## config.mk

```make
export PLATFORM = sky130hd
export DESIGN_NAME = countdown_setup_flat
export DESIGN_NICKNAME = d
export VERILOG_FILES = /design/src/rtl/countdown_setup_if.sv /design/src/rtl/countdown_setup.sv /design/src/flat_wrapper.sv
export SDC_FILE = /design/constraint.sdc
export NUM_CORES = 1
export LEC_CHECK = 0
export CAP_MARGIN = 20
export CORE_MARGIN = 5
export CORE_UTILIZATION = 45
export DETAILED_ROUTE_END_ITERATION = 8
export PLACE_DENSITY = 0.6
export SYNTH_ARGS = -nofsm -noshare
export SYNTH_HDL_FRONTEND = slang
export SYNTH_SLANG_ARGS = --single-unit
export TNS_END_PERCENT = 1
```

## constraint.sdc

```tcl
create_clock -name clk -period 4.3 [get_ports clk]
set_input_delay 0.645 -clock clk [delete_from_list [all_inputs] [get_ports clk]]
set_output_delay 0.645 -clock clk [all_outputs]
set_load 0.005 [all_outputs]
```

## src/rtl/countdown_setup_if.sv

```systemverilog
// rtl/countdown_setup_if.sv - operator buttons, controller handshake and status bundle for countdown_setup
interface countdown_setup_if;
    // raw operator buttons (asynchronous, active-high)
    logic       btn_inc;
    logic       btn_dec;
    logic       btn_start;
    logic       btn_stop;
    // inputs from the countdown controller
    logic       counting;
    logic       done;
    // outputs towards the countdown controller and status
    logic [7:0] countdown_time;
    logic       start;
    logic       end_timer;
    logic [1:0] state;
    logic       timeout_flag;
    logic       arm_error;

    // master: the side that presses buttons and plays the countdown controller
    modport master (
        output btn_inc, btn_dec, btn_start, btn_stop, counting, done,
        input  countdown_time, start, end_timer, state, timeout_flag, arm_error
    );

    // slave: the setup front end itself
    modport slave (
        input  btn_inc, btn_dec, btn_start, btn_stop, counting, done,
        output countdown_time, start, end_timer, state, timeout_flag, arm_error
    );
endinterface

```

## src/rtl/countdown_setup.sv

```systemverilog
// rtl/countdown_setup.sv - button debounce, countdown length setup and start/abort sequencing
module countdown_setup_debounce #(
    parameter int DEBOUNCE_CYCLES = 2_000_000
) (
    input  logic clk,
    input  logic rst,
    input  logic i_raw,
    output logic o_rise
);
    localparam int CNT_W = (DEBOUNCE_CYCLES > 1) ? $clog2(DEBOUNCE_CYCLES) : 1;
    localparam logic [CNT_W-1:0] CNT_LAST = CNT_W'(DEBOUNCE_CYCLES - 1);

    logic             r_sync1;
    logic             r_sync2;
    logic             r_level;
    logic             r_level_q;
    logic             r_rise;
    logic [CNT_W-1:0] r_cnt;

    // two-flop synchroniser for the asynchronous raw button
    always_ff @(posedge clk or posedge rst) begin
        if (rst) begin
            r_sync1 <= 1'b0;
            r_sync2 <= 1'b0;
        end else begin
            r_sync1 <= i_raw;
            r_sync2 <= r_sync1;
        end
    end

    // accept a new level only after it has differed for DEBOUNCE_CYCLES consecutive cycles
    always_ff @(posedge clk or posedge rst) begin
        if (rst) begin
            r_cnt   <= '0;
            r_level <= 1'b0;
        end else if (r_sync2 == r_level) begin
            r_cnt <= '0;
        end else if (r_cnt == CNT_LAST) begin
            r_cnt   <= '0;
            r_level <= ~r_level;
        end else begin
            r_cnt <= r_cnt + 1'b1;
        end
    end

    // registered one-cycle pulse on each rising edge of the debounced level
    always_ff @(posedge clk or posedge rst) begin
        if (rst) begin
            r_level_q <= 1'b0;
            r_rise    <= 1'b0;
        end else begin
            r_level_q <= r_level;
            r_rise    <= r_level & ~r_level_q;
        end
    end

    assign o_rise = r_rise;
endmodule

module countdown_setup #(
    parameter int DEBOUNCE_CYCLES = 2_000_000,
    parameter int MIN_TIME        = 1,
    parameter int MAX_TIME        = 15,
    parameter int DEFAULT_TIME    = 10,
    parameter int ARM_TIMEOUT     = 16
) (
    input  logic              clk,
    input  logic              rst,
    countdown_setup_if.slave  bus
);
    typedef enum logic [1:0] {
        S_SETUP    = 2'd0,
        S_ARM      = 2'd1,
        S_RUNNING  = 2'd2,
        S_FINISHED = 2'd3
    } state_t;

    localparam int ARM_W = (ARM_TIMEOUT > 1) ? $clog2(ARM_TIMEOUT) : 1;
    localparam logic [ARM_W-1:0] ARM_LAST = ARM_W'(ARM_TIMEOUT - 1);
    localparam logic [3:0] MIN_T = 4'(MIN_TIME);
    localparam logic [3:0] MAX_T = 4'(MAX_TIME);
    localparam logic [3:0] DEF_T = 4'(DEFAULT_TIME);

    // button order inside the vectors: 0=inc, 1=dec, 2=start, 3=stop
    logic [3:0]       w_raw;
    logic [3:0]       w_rise;

    state_t           r_state;
    logic [3:0]       r_time;
    logic             r_start;
    logic             r_end_timer;
    logic             r_timeout_flag;
    logic             r_arm_error;
    logic [ARM_W-1:0] r_arm_cnt;

    state_t           w_state_nxt;
    logic [3:0]       w_time_nxt;
    logic             w_start_nxt;
    logic             w_end_timer_nxt;
    logic             w_timeout_flag_nxt;
    logic             w_arm_error_nxt;
    logic [ARM_W-1:0] w_arm_cnt_nxt;

    assign w_raw = {bus.btn_stop, bus.btn_start, bus.btn_dec, bus.btn_inc};

    for (genvar g = 0; g < 4; g++) begin : g_btn
        countdown_setup_debounce #(
            .DEBOUNCE_CYCLES(DEBOUNCE_CYCLES)
        ) u_debounce (
            .clk    (clk),
            .rst    (rst),
            .i_raw  (w_raw[g]),
            .o_rise (w_rise[g])
        );
    end

    // state and registered outputs; reset drops start/end_timer immediately
    always_ff @(posedge clk or posedge rst) begin
        if (rst) begin
            r_state        <= S_SETUP;
            r_time         <= DEF_T;
            r_start        <= 1'b0;
            r_end_timer    <= 1'b0;
            r_timeout_flag <= 1'b0;
            r_arm_error    <= 1'b0;
            r_arm_cnt      <= '0;
        end else begin
            r_state        <= w_state_nxt;
            r_time         <= w_time_nxt;
            r_start        <= w_start_nxt;
            r_end_timer    <= w_end_timer_nxt;
            r_timeout_flag <= w_timeout_flag_nxt;
            r_arm_error    <= w_arm_error_nxt;
            r_arm_cnt      <= w_arm_cnt_nxt;
        end
    end

    // next state and next output values; pulses default low, levels hold
    always_comb begin
        w_state_nxt        = r_state;
        w_time_nxt         = r_time;
        w_start_nxt        = r_start;
        w_end_timer_nxt    = 1'b0;
        w_timeout_flag_nxt = r_timeout_flag;
        w_arm_error_nxt    = 1'b0;
        w_arm_cnt_nxt      = r_arm_cnt;

        case (r_state)
            S_SETUP: begin
                w_start_nxt        = 1'b0;
                w_timeout_flag_nxt = 1'b0;
                // start takes priority and swallows any inc/dec in the same cycle
                if (w_rise[2]) begin
                    w_state_nxt   = S_ARM;
                    w_start_nxt   = 1'b1;
                    w_arm_cnt_nxt = '0;
                end else if (w_rise[0] && !w_rise[1]) begin
                    if (r_time < MAX_T) begin
                        w_time_nxt = r_time + 4'd1;
                    end
                end else if (w_rise[1] && !w_rise[0]) begin
                    if (r_time > MIN_T) begin
                        w_time_nxt = r_time - 4'd1;
                    end
                end
            end

            S_ARM: begin
                if (bus.counting) begin
                    w_state_nxt = S_RUNNING;
                    w_start_nxt = 1'b0;
                end else if (r_arm_cnt == ARM_LAST) begin
                    w_state_nxt     = S_SETUP;
                    w_start_nxt     = 1'b0;
                    w_arm_error_nxt = 1'b1;
                end else begin
                    w_arm_cnt_nxt = r_arm_cnt + 1'b1;
                end
            end

            S_RUNNING: begin
                // natural expiry beats a coincident operator stop
                if (bus.done) begin
                    w_state_nxt        = S_FINISHED;
                    w_timeout_flag_nxt = 1'b1;
                end else if (w_rise[3]) begin
                    w_state_nxt     = S_SETUP;
                    w_end_timer_nxt = 1'b1;
                end else if (!bus.counting) begin
                    w_state_nxt = S_SETUP;
                end
            end

            S_FINISHED: begin
                // the acknowledging edge is consumed and has no other effect
                if (|w_rise) begin
                    w_state_nxt        = S_SETUP;
                    w_timeout_flag_nxt = 1'b0;
                end
            end

            default: begin
                w_state_nxt = S_SETUP;
            end
        endcase
    end

    assign bus.countdown_time = {4'b0000, r_time};
    assign bus.start          = r_start;
    assign bus.end_timer      = r_end_timer;
    assign bus.state          = r_state;
    assign bus.timeout_flag   = r_timeout_flag;
    assign bus.arm_error      = r_arm_error;
endmodule

```

## src/flat_wrapper.sv

```systemverilog
// flat-port wrapper written by rule: the top's interface ports become plain ports
module countdown_setup_flat 
#(
    parameter int DEBOUNCE_CYCLES = 2_000_000,
    parameter int MIN_TIME        = 1,
    parameter int MAX_TIME        = 15,
    parameter int DEFAULT_TIME    = 10,
    parameter int ARM_TIMEOUT     = 16
)
  (clk, rst, bus_btn_inc, bus_btn_dec, bus_btn_start, bus_btn_stop, bus_counting, bus_done, bus_countdown_time, bus_start, bus_end_timer, bus_state, bus_timeout_flag, bus_arm_error);
  countdown_setup_if bus_i ();
  input  logic clk;
  input  logic rst;
  input wire logic [$bits(bus_i.btn_inc)-1:0] bus_btn_inc;
  input wire logic [$bits(bus_i.btn_dec)-1:0] bus_btn_dec;
  input wire logic [$bits(bus_i.btn_start)-1:0] bus_btn_start;
  input wire logic [$bits(bus_i.btn_stop)-1:0] bus_btn_stop;
  input wire logic [$bits(bus_i.counting)-1:0] bus_counting;
  input wire logic [$bits(bus_i.done)-1:0] bus_done;
  output wire logic [$bits(bus_i.countdown_time)-1:0] bus_countdown_time;
  output wire logic [$bits(bus_i.start)-1:0] bus_start;
  output wire logic [$bits(bus_i.end_timer)-1:0] bus_end_timer;
  output wire logic [$bits(bus_i.state)-1:0] bus_state;
  output wire logic [$bits(bus_i.timeout_flag)-1:0] bus_timeout_flag;
  output wire logic [$bits(bus_i.arm_error)-1:0] bus_arm_error;
  assign bus_i.btn_inc = bus_btn_inc;
  assign bus_i.btn_dec = bus_btn_dec;
  assign bus_i.btn_start = bus_btn_start;
  assign bus_i.btn_stop = bus_btn_stop;
  assign bus_i.counting = bus_counting;
  assign bus_i.done = bus_done;
  assign bus_countdown_time = bus_i.countdown_time;
  assign bus_start = bus_i.start;
  assign bus_end_timer = bus_i.end_timer;
  assign bus_state = bus_i.state;
  assign bus_timeout_flag = bus_i.timeout_flag;
  assign bus_arm_error = bus_i.arm_error;
  countdown_setup #(.DEBOUNCE_CYCLES(DEBOUNCE_CYCLES), .MIN_TIME(MIN_TIME), .MAX_TIME(MAX_TIME), .DEFAULT_TIME(DEFAULT_TIME), .ARM_TIMEOUT(ARM_TIMEOUT)) u_core (.clk(clk), .rst(rst), .bus(bus_i));
endmodule
```

==> run summary, run 1 <==
Status: finished clean
DR WL/cell: 14.2 µm
I/O pin count: 22
Vias: 4,126
Total congestion overflow: 0
Area Growth Syn to Fin: 15.8%
Critical Path RT: 4.55 ns
First-pass GRT wire length: 18.4 mm
Static leakage: 2.83 nW
Final min period: 2.29 ns
Placeable Area: 12,500 µm²
Max_cap viols: 0
Critical path buffer and inverter count: 0
Endpoints failing setup: 0
Cell count of the worst reg-to-reg path: 4
CP delay by family, top: compound AO/OA/AOI/OAI gates
FF-to-FF setup slack: 2.01 ns
Post-synthesis sequential area ratio: 51.7%
CP endpoint kind: flip-flop
Clk pin slew, worst setup/hold paths: 0.06 ns
Die height: 123 µm
RSZ-0062 raised after global routing: false
Hold Crit Start: u_core.g_btn[1].u_debounce.r_sync1
RR Endpoint: u_core.g_btn[3].u_debounce.r_cnt[13]
Top FF cell, synth: dfrtp_1
Final Cycle Share: 53.2%
Final Util: 52.8%
R2r startpoint: u_core.g_btn[3].u_debounce.r_cnt[2]
Worst-path cell chain: and4_1, nand2_2, o41ai_4, nor2_1
Avg Vias per Cell: 5.40
Buffers on Ports: 17
Skew final: 0.00797 ns
Ant. Diodes: 0
Clock power frac: 52.6%
Sw Share: 20.5%
Post-CTS setup buffer count: 0
Ratio of cells with drive above 1 in the final layout: 8.28%
Int Pwr: 0.00203 W
Chip width: 123 µm
EDFF count, synth: 0
Reg power frac: 44.4%
Num CTS Buffers: 17
Starting Density: 45.7%
Core Rows: 41
Clock root buffer: clkbuf_16
Resize count post-CTS: 0
Count of clock tree sinks: 118
Slowest cell on the critical path: o41ai_4
CTS tree: built
Initial DRT Pass Iterations: 4
Initial antenna violation count: 0
CP startpoint kind: flip-flop
WHS Endpoint: u_core.g_btn[1].u_debounce.r_sync2
Largest net degree at the start of global routing: 92
Worst-path maximum fanout: 19
Initial DRC count: 279
GPL Wtd Cong: 0.837
Worst-margin pin slew: 1.04 ns
Pwr/cell area: 387 nW/µm²
Slew margin rel.: 30.4%
Cell count after synthesis: 557
Hold-fix buffers, CTS: 0
Die ar.: 15,100 µm²
Max Transition Viols Final: 0
NetSw: 0.000526 W
H-Tree Depth: 4
HPWL after detailed placement: 7.00 mm
Maximum clock frequency: 0.437 GHz
Share of flip-flops with an asynchronous set or reset: 100%
Post-route DRC violation count: 0
Slowest stage delay, CP: 0.99 ns
Routed Antenna Nets: 0
Worst setup path category: flip-flop to flip-flop
Average size of a mapped cell: 10.3 µm²
Hold crit path type: flip-flop to flip-flop
Clock Tree Buf Depth: 2
CP arrival: 2.54 ns
Cell Area, Synth: 5710 µm²
CP Launch Point: u_core.g_btn[3].u_debounce.r_cnt[2]
Gr usage total: 15.5%
Max rail drop VDD: 277 µV
Commonest non-fill, non-tap cell in the layout: dfrtp_1
Number of global-route vias before repair: 3,980
Final nets: 597
Worst Hold Depth: 0
Setup_tns: 0 ns
Library cells used by synthesis: 46
Commonest non-fill, non-tap cells in the layout: dfrtp_1 (116), nor2_1 (63), xor2_1 (39)
Hold Violations, Final: 0
Clock latency on the worst-skew pair: 0.41 ns
Syn. warnings: 0
Detailed Route WL: 10.8 mm
Register bit total from synthesis: 118
Combinational power share: 2.9%
[per-layer routing]
layer / GRT usage, % / share of wire [%] / wire, µm / up-vias
met3: 5.35 / 5.3 / 572 / 15
met4: 5.81 / 1.7 / 182 / 0
li1: - / - / - / 2033
met1: 20.7 / 49 / 5260 / 2005
met2: 23.2 / 44 / 4820 / 73
met5: 0 / 0 / 0 / -
[registers in the layout, summed over array words and instances, names as in the netlist]
name                               cells
u_core.r_time                          4
u_core.g_btn.u_debounce.r_level        4
u_core.g_btn.u_debounce.r_sync1        4
u_core.g_btn.u_debounce.r_sync2        4
u_core.g_btn.u_debounce.r_level_q      4
u_core.bus.timeout_flag                1
u_core.g_btn.u_debounce.o_rise         4
u_core.bus.arm_error                   1
u_core.bus.start                       1
u_core.bus.state                       2
u_core.r_arm_cnt                       4
u_core.g_btn.u_debounce.r_cnt         84
u_core.bus.end_timer                   1
[power groups by stage]
stage / sequential [W] / combinational, W / clock (W)
after floorplan: 0.00115 / 0.0000548 / 0
after global placement: 0.00115 / 0.0000715 / 0
final: 0.00114 / 0.0000747 / 0.00135
after global routing: 0.00114 / 0.0000868 / 0.00142
after detailed placement: 0.00116 / 0.0000732 / 0
after CTS: 0.00114 / 0.0000742 / 0.00137
[synth_stat cells (all sizes together) (8+ instances only)]
cell type	instances	area share, %
dfrtp	116	51
nor2	63	4.1
nand3	39	3.7
xor2	39	6.0
a21oi	33	2.9
o21ai	30	2.6
nand2	26	1.8
nand4	25	2.8
or3	22	2.4
inv	17	1.1
xnor2	16	2.5
buf	13	1.5
or4	13	1.8
o31ai	11	1.9
and3	10	1.1
and4	10	1.5
ha	10	2.2
nor2b	8	0.88
[logic make-up after synthesis]
group	synth area share, %
simple gates	24.1
flops	51.7
compound gates	8.91
xor+xnor	8.43
buf+inv	3.09
fa+ha+maj	2.19
mux	1.49
other cells	0.0656
[cell type report]
class                           count  area, µm²
Inverter                           17       66.3
Timing Repair Buffer               20        213
Multi-Input combinational cell    405       2590
Tap cell                          172        215
Fill cell                        1152       5900
Clock inverter                      4       45.0
Clock buffer                       28        527
Sequential cell                   118       2960
[through the flow]
| stage | setup slack [ns] | hold WS (ns) | total power (W) | cell area [µm²] | cells |
|---|---|---|---|---|---|
| 2_1_floorplan | 0.529 | 0.331 | 0.00121 | 5730 | 560 |
| 3_3_place_gp | 2.11 | 0.340 | 0.00123 | 6020 | 731 |
| 3_5_place_dp | 2.03 | 0.354 | 0.00123 | 6020 | 731 |
| 4_1_cts | 2.01 | 0.371 | 0.00258 | 6590 | 763 |
| 5_1_grt | 1.87 | 0.370 | 0.00265 | 6620 | 764 |
| 6_report | 2.01 | 0.360 | 0.00256 | 6620 | 764 |
[how the worst max path moves through the flow]
| stage | endpoint | cells after the start | slack (ns) |
|---|---|---|---|
| 6_report | u_core.g_btn[3].u_debounce.r_cnt[13] | 4 | 2.01 |
| 5_1_grt | u_core.g_btn[3].u_debounce.r_cnt[9] | 4 | 1.87 |
| 4_1_cts | u_core.g_btn[3].u_debounce.r_cnt[13] | 4 | 2.01 |
| 3_5_place_dp | u_core.g_btn[3].u_debounce.r_cnt[13] | 4 | 2.03 |
| 3_3_place_gp | u_core.g_btn[3].u_debounce.r_cnt[10] | 3 | 2.11 |
| 2_1_floorplan | u_core.bus.arm_error | 1 | 0.53 |
Note: power is estimated with default switching activity, not from simulation.
==> run 2, diff against run 1 <==
--- a/config.mk
+++ b/config.mk
@@ -9,7 +9,7 @@
 export CORE_MARGIN = 5
 export CORE_UTILIZATION = 45
 export DETAILED_ROUTE_END_ITERATION = 8
-export PLACE_DENSITY = 0.6
+export PLACE_DENSITY = 0.62
 export SYNTH_ARGS = -nofsm -noshare
 export SYNTH_HDL_FRONTEND = slang
 export SYNTH_SLANG_ARGS = --single-unit
==> constraint.sdc (replaced) <==
create_clock -name clk -period 1.9 [get_ports clk]
set_input_delay 0.285 -clock clk [delete_from_list [all_inputs] [get_ports clk]]
set_output_delay 0.285 -clock clk [all_outputs]
set_load 0.005 [all_outputs]
==> run 2 against run 1 <==
Compared with the run above:
- combinational power rose to 2.7 times the previous value
- global-route usage up 1.1 points
- utilization rose by 2.8 points
- non-clock buffer count is 30 higher
- setup slack worse by 2.0 ns
- cell count is 3.9% higher
- sequential power rose by 130%
- critical path type unchanged
- largest power group unchanged
- highest routed layer unchanged
==> run summary, run 2 (synthesis results as in run 1) <==
Maximum clock frequency: 0.538 GHz
Count of clock tree sinks: 118
Critical Path RT: 2.23 ns
Skew final: 0.00565 ns
Final nets: 627
Initial DRT Pass Iterations: 4
Total Power: 0.00641 W
Endpoints failing setup: 0
Num CTS Buffers: 17
Area Growth Syn to Fin: 22.0%
Final Util: 55.7%
FF-to-FF setup slack: 0.04 ns
H-Tree Depth: 4
Die ar.: 15,100 µm²
CP startpoint kind: flip-flop
Static leakage: 3.04 nW
Hold-fix buffers, CTS: 0
Place WS: 0.0506 ns
Clock root buffer: clkbuf_16
Top reg by flops: u_core.g_btn.u_debounce.r_cnt
Worst-path cell chain: ha_1, nand2_1, or4_4, or4_1, a21oi_1
Commonest non-fill, non-tap cells in the layout: dfrtp_1 (115), nor2_1 (63), xor2_1 (39)
Slowest stage delay, CP: 0.56 ns
I/O pin count: 22
Final WS setup: 0.0430 ns
Final min period: 1.86 ns
Max Transition Viols Final: 0
CP arrival: 2.19 ns
Status: finished clean
Clk pin slew, worst setup/hold paths: 0.05 ns
Ant. Diodes: 0
CP endpoint kind: flip-flop
Placeable Area: 12,500 µm²
Commonest non-fill, non-tap cell in the layout: dfrtp_1
Max_cap viols: 0
DR WL/cell: 14.0 µm
Vias: 4,294
Starting Density: 45.7%
Detailed Route WL: 11.1 mm
Slowest cell on the critical path: or4_4
Gr usage total: 16.6%
Avg Vias per Cell: 5.41
Hold Violations, Final: 0
Ratio of cells with drive above 1 in the final layout: 14.3%
Clock latency on the worst-skew pair: 0.42 ns
First-pass GRT wire length: 19.9 mm
Worst setup path category: flip-flop to flip-flop
Worst Hold Depth: 1
Largest net degree at the start of global routing: 63
Setup_tns: 0 ns
Hold crit path type: input port to flip-flop
Total congestion overflow: 0
Initial DRC count: 344
Max rail drop VDD: 579 µV
Cell count of the worst reg-to-reg path: 5
Number of global-route vias before repair: 4,347
Initial antenna violation count: 0
Worst-path maximum fanout: 7
Die height: 123 µm
# fillers: 1,082
RSZ-0062 raised after global routing: true
Final Cycle Share: 97.7%
Pwr/cell area: 920 nW/µm²
Routed Antenna Nets: 0
HPWL after detailed placement: 7.49 mm
Post-route DRC violation count: 0
Core Rows: 41
CTS tree: built
Buffers on Ports: 17
Number of flip-flops in the largest register: 84
Clock Tree Buf Depth: 2
GPL Wtd Cong: 0.810
Chip width: 123 µm
==> run 2: cell count changes in the layout (fill, tap and decap cells not counted), sizes merged <==
| cell | before | now |
|---|---|---|
| buf | 3 | 33 |
| clkinv | 3 | 7 |
| bufinv | 1 | 6 |
| clkbuf | 28 | 19 |
| clkinvlp | 0 | 1 |
| inv | 17 | 16 |
==> run 2: where the power goes <==
| part | internal, W | switching, W |
|---|---|---|
| Sequential | 0.00255 | 0.0000220 |
| Clock | 0.00252 | 0.00113 |
| Combinational | 0.0000754 | 0.000123 |
| Total | 0.00514 | 0.00127 |
==> run 2: routing by layer <==
metal | wire (µm) | track usage (%) | up-vias
li1 | - | - | 2092
met1 | 5270 | 21.4 | 2101
met2 | 5050 | 25.1 | 71
met3 | 471 | 5.02 | 30
met4 | 306 | 8.68 | 0
met5 | 0 | 0 | -
==> run 2: path summary, 6_finish.rpt <==
check                                                    start                                   end
min in group asynchronous                                  rst   u_core.g_btn[2].u_debounce.r_cnt[0]
hold reg to reg             u_core.g_btn[3].u_debounce.r_sync1    u_core.g_btn[3].u_debounce.r_sync2
hold / removal                                     bus_btn_inc    u_core.g_btn[0].u_debounce.r_sync1
setup / recovery           u_core.g_btn[1].u_debounce.r_cnt[1]  u_core.g_btn[1].u_debounce.r_cnt[20]
setup reg to reg           u_core.g_btn[1].u_debounce.r_cnt[1]  u_core.g_btn[1].u_debounce.r_cnt[20]
max in group asynchronous                                  rst                      u_core.r_time[1]
==> run 2: metrics by stage <==
step | cells | hold slack (ns) | area [µm²]
6_report | 794 | 0.308 | 6970
5_1_grt | 794 | 0.291 | 6970
4_1_cts | 794 | 0.291 | 6950
3_5_place_dp | 761 | 0.335 | 6270
3_3_place_gp | 761 | 0.333 | 6270
2_1_floorplan | 560 | 0.316 | 5730
==> run 2: cell type report <==
class / count / area (µm²) / area share [%]
clock buffers: 19 / 453 / 6.50
clock inverters: 13 / 226 / 3.25
inverters: 17 / 67.6 / 0.969
multi-input cells: 405 / 2610 / 37.4
flip-flops and latches: 118 / 2960 / 42.4
well taps: 172 / 215 / 3.09
repair buffers: 50 / 443 / 6.36
==> run 2: repair_timing <==
item	in CTS	in global routing
endpoints found under the setup margin	1	8
resized for setup	0	5
gates cloned	0	0
buffers inserted	1	0
endpoints found under the hold margin	0	0
==> run 2: critical path: cells and delay by family (launching register included) <==
family / cells / cell delay (ns)
adders and majority gates: 1 / 0.18
DFF: 1 / 0.36
AOI/OAI and AO/OA: 1 / 0.17
and+or+nand+nor: 3 / 1.07
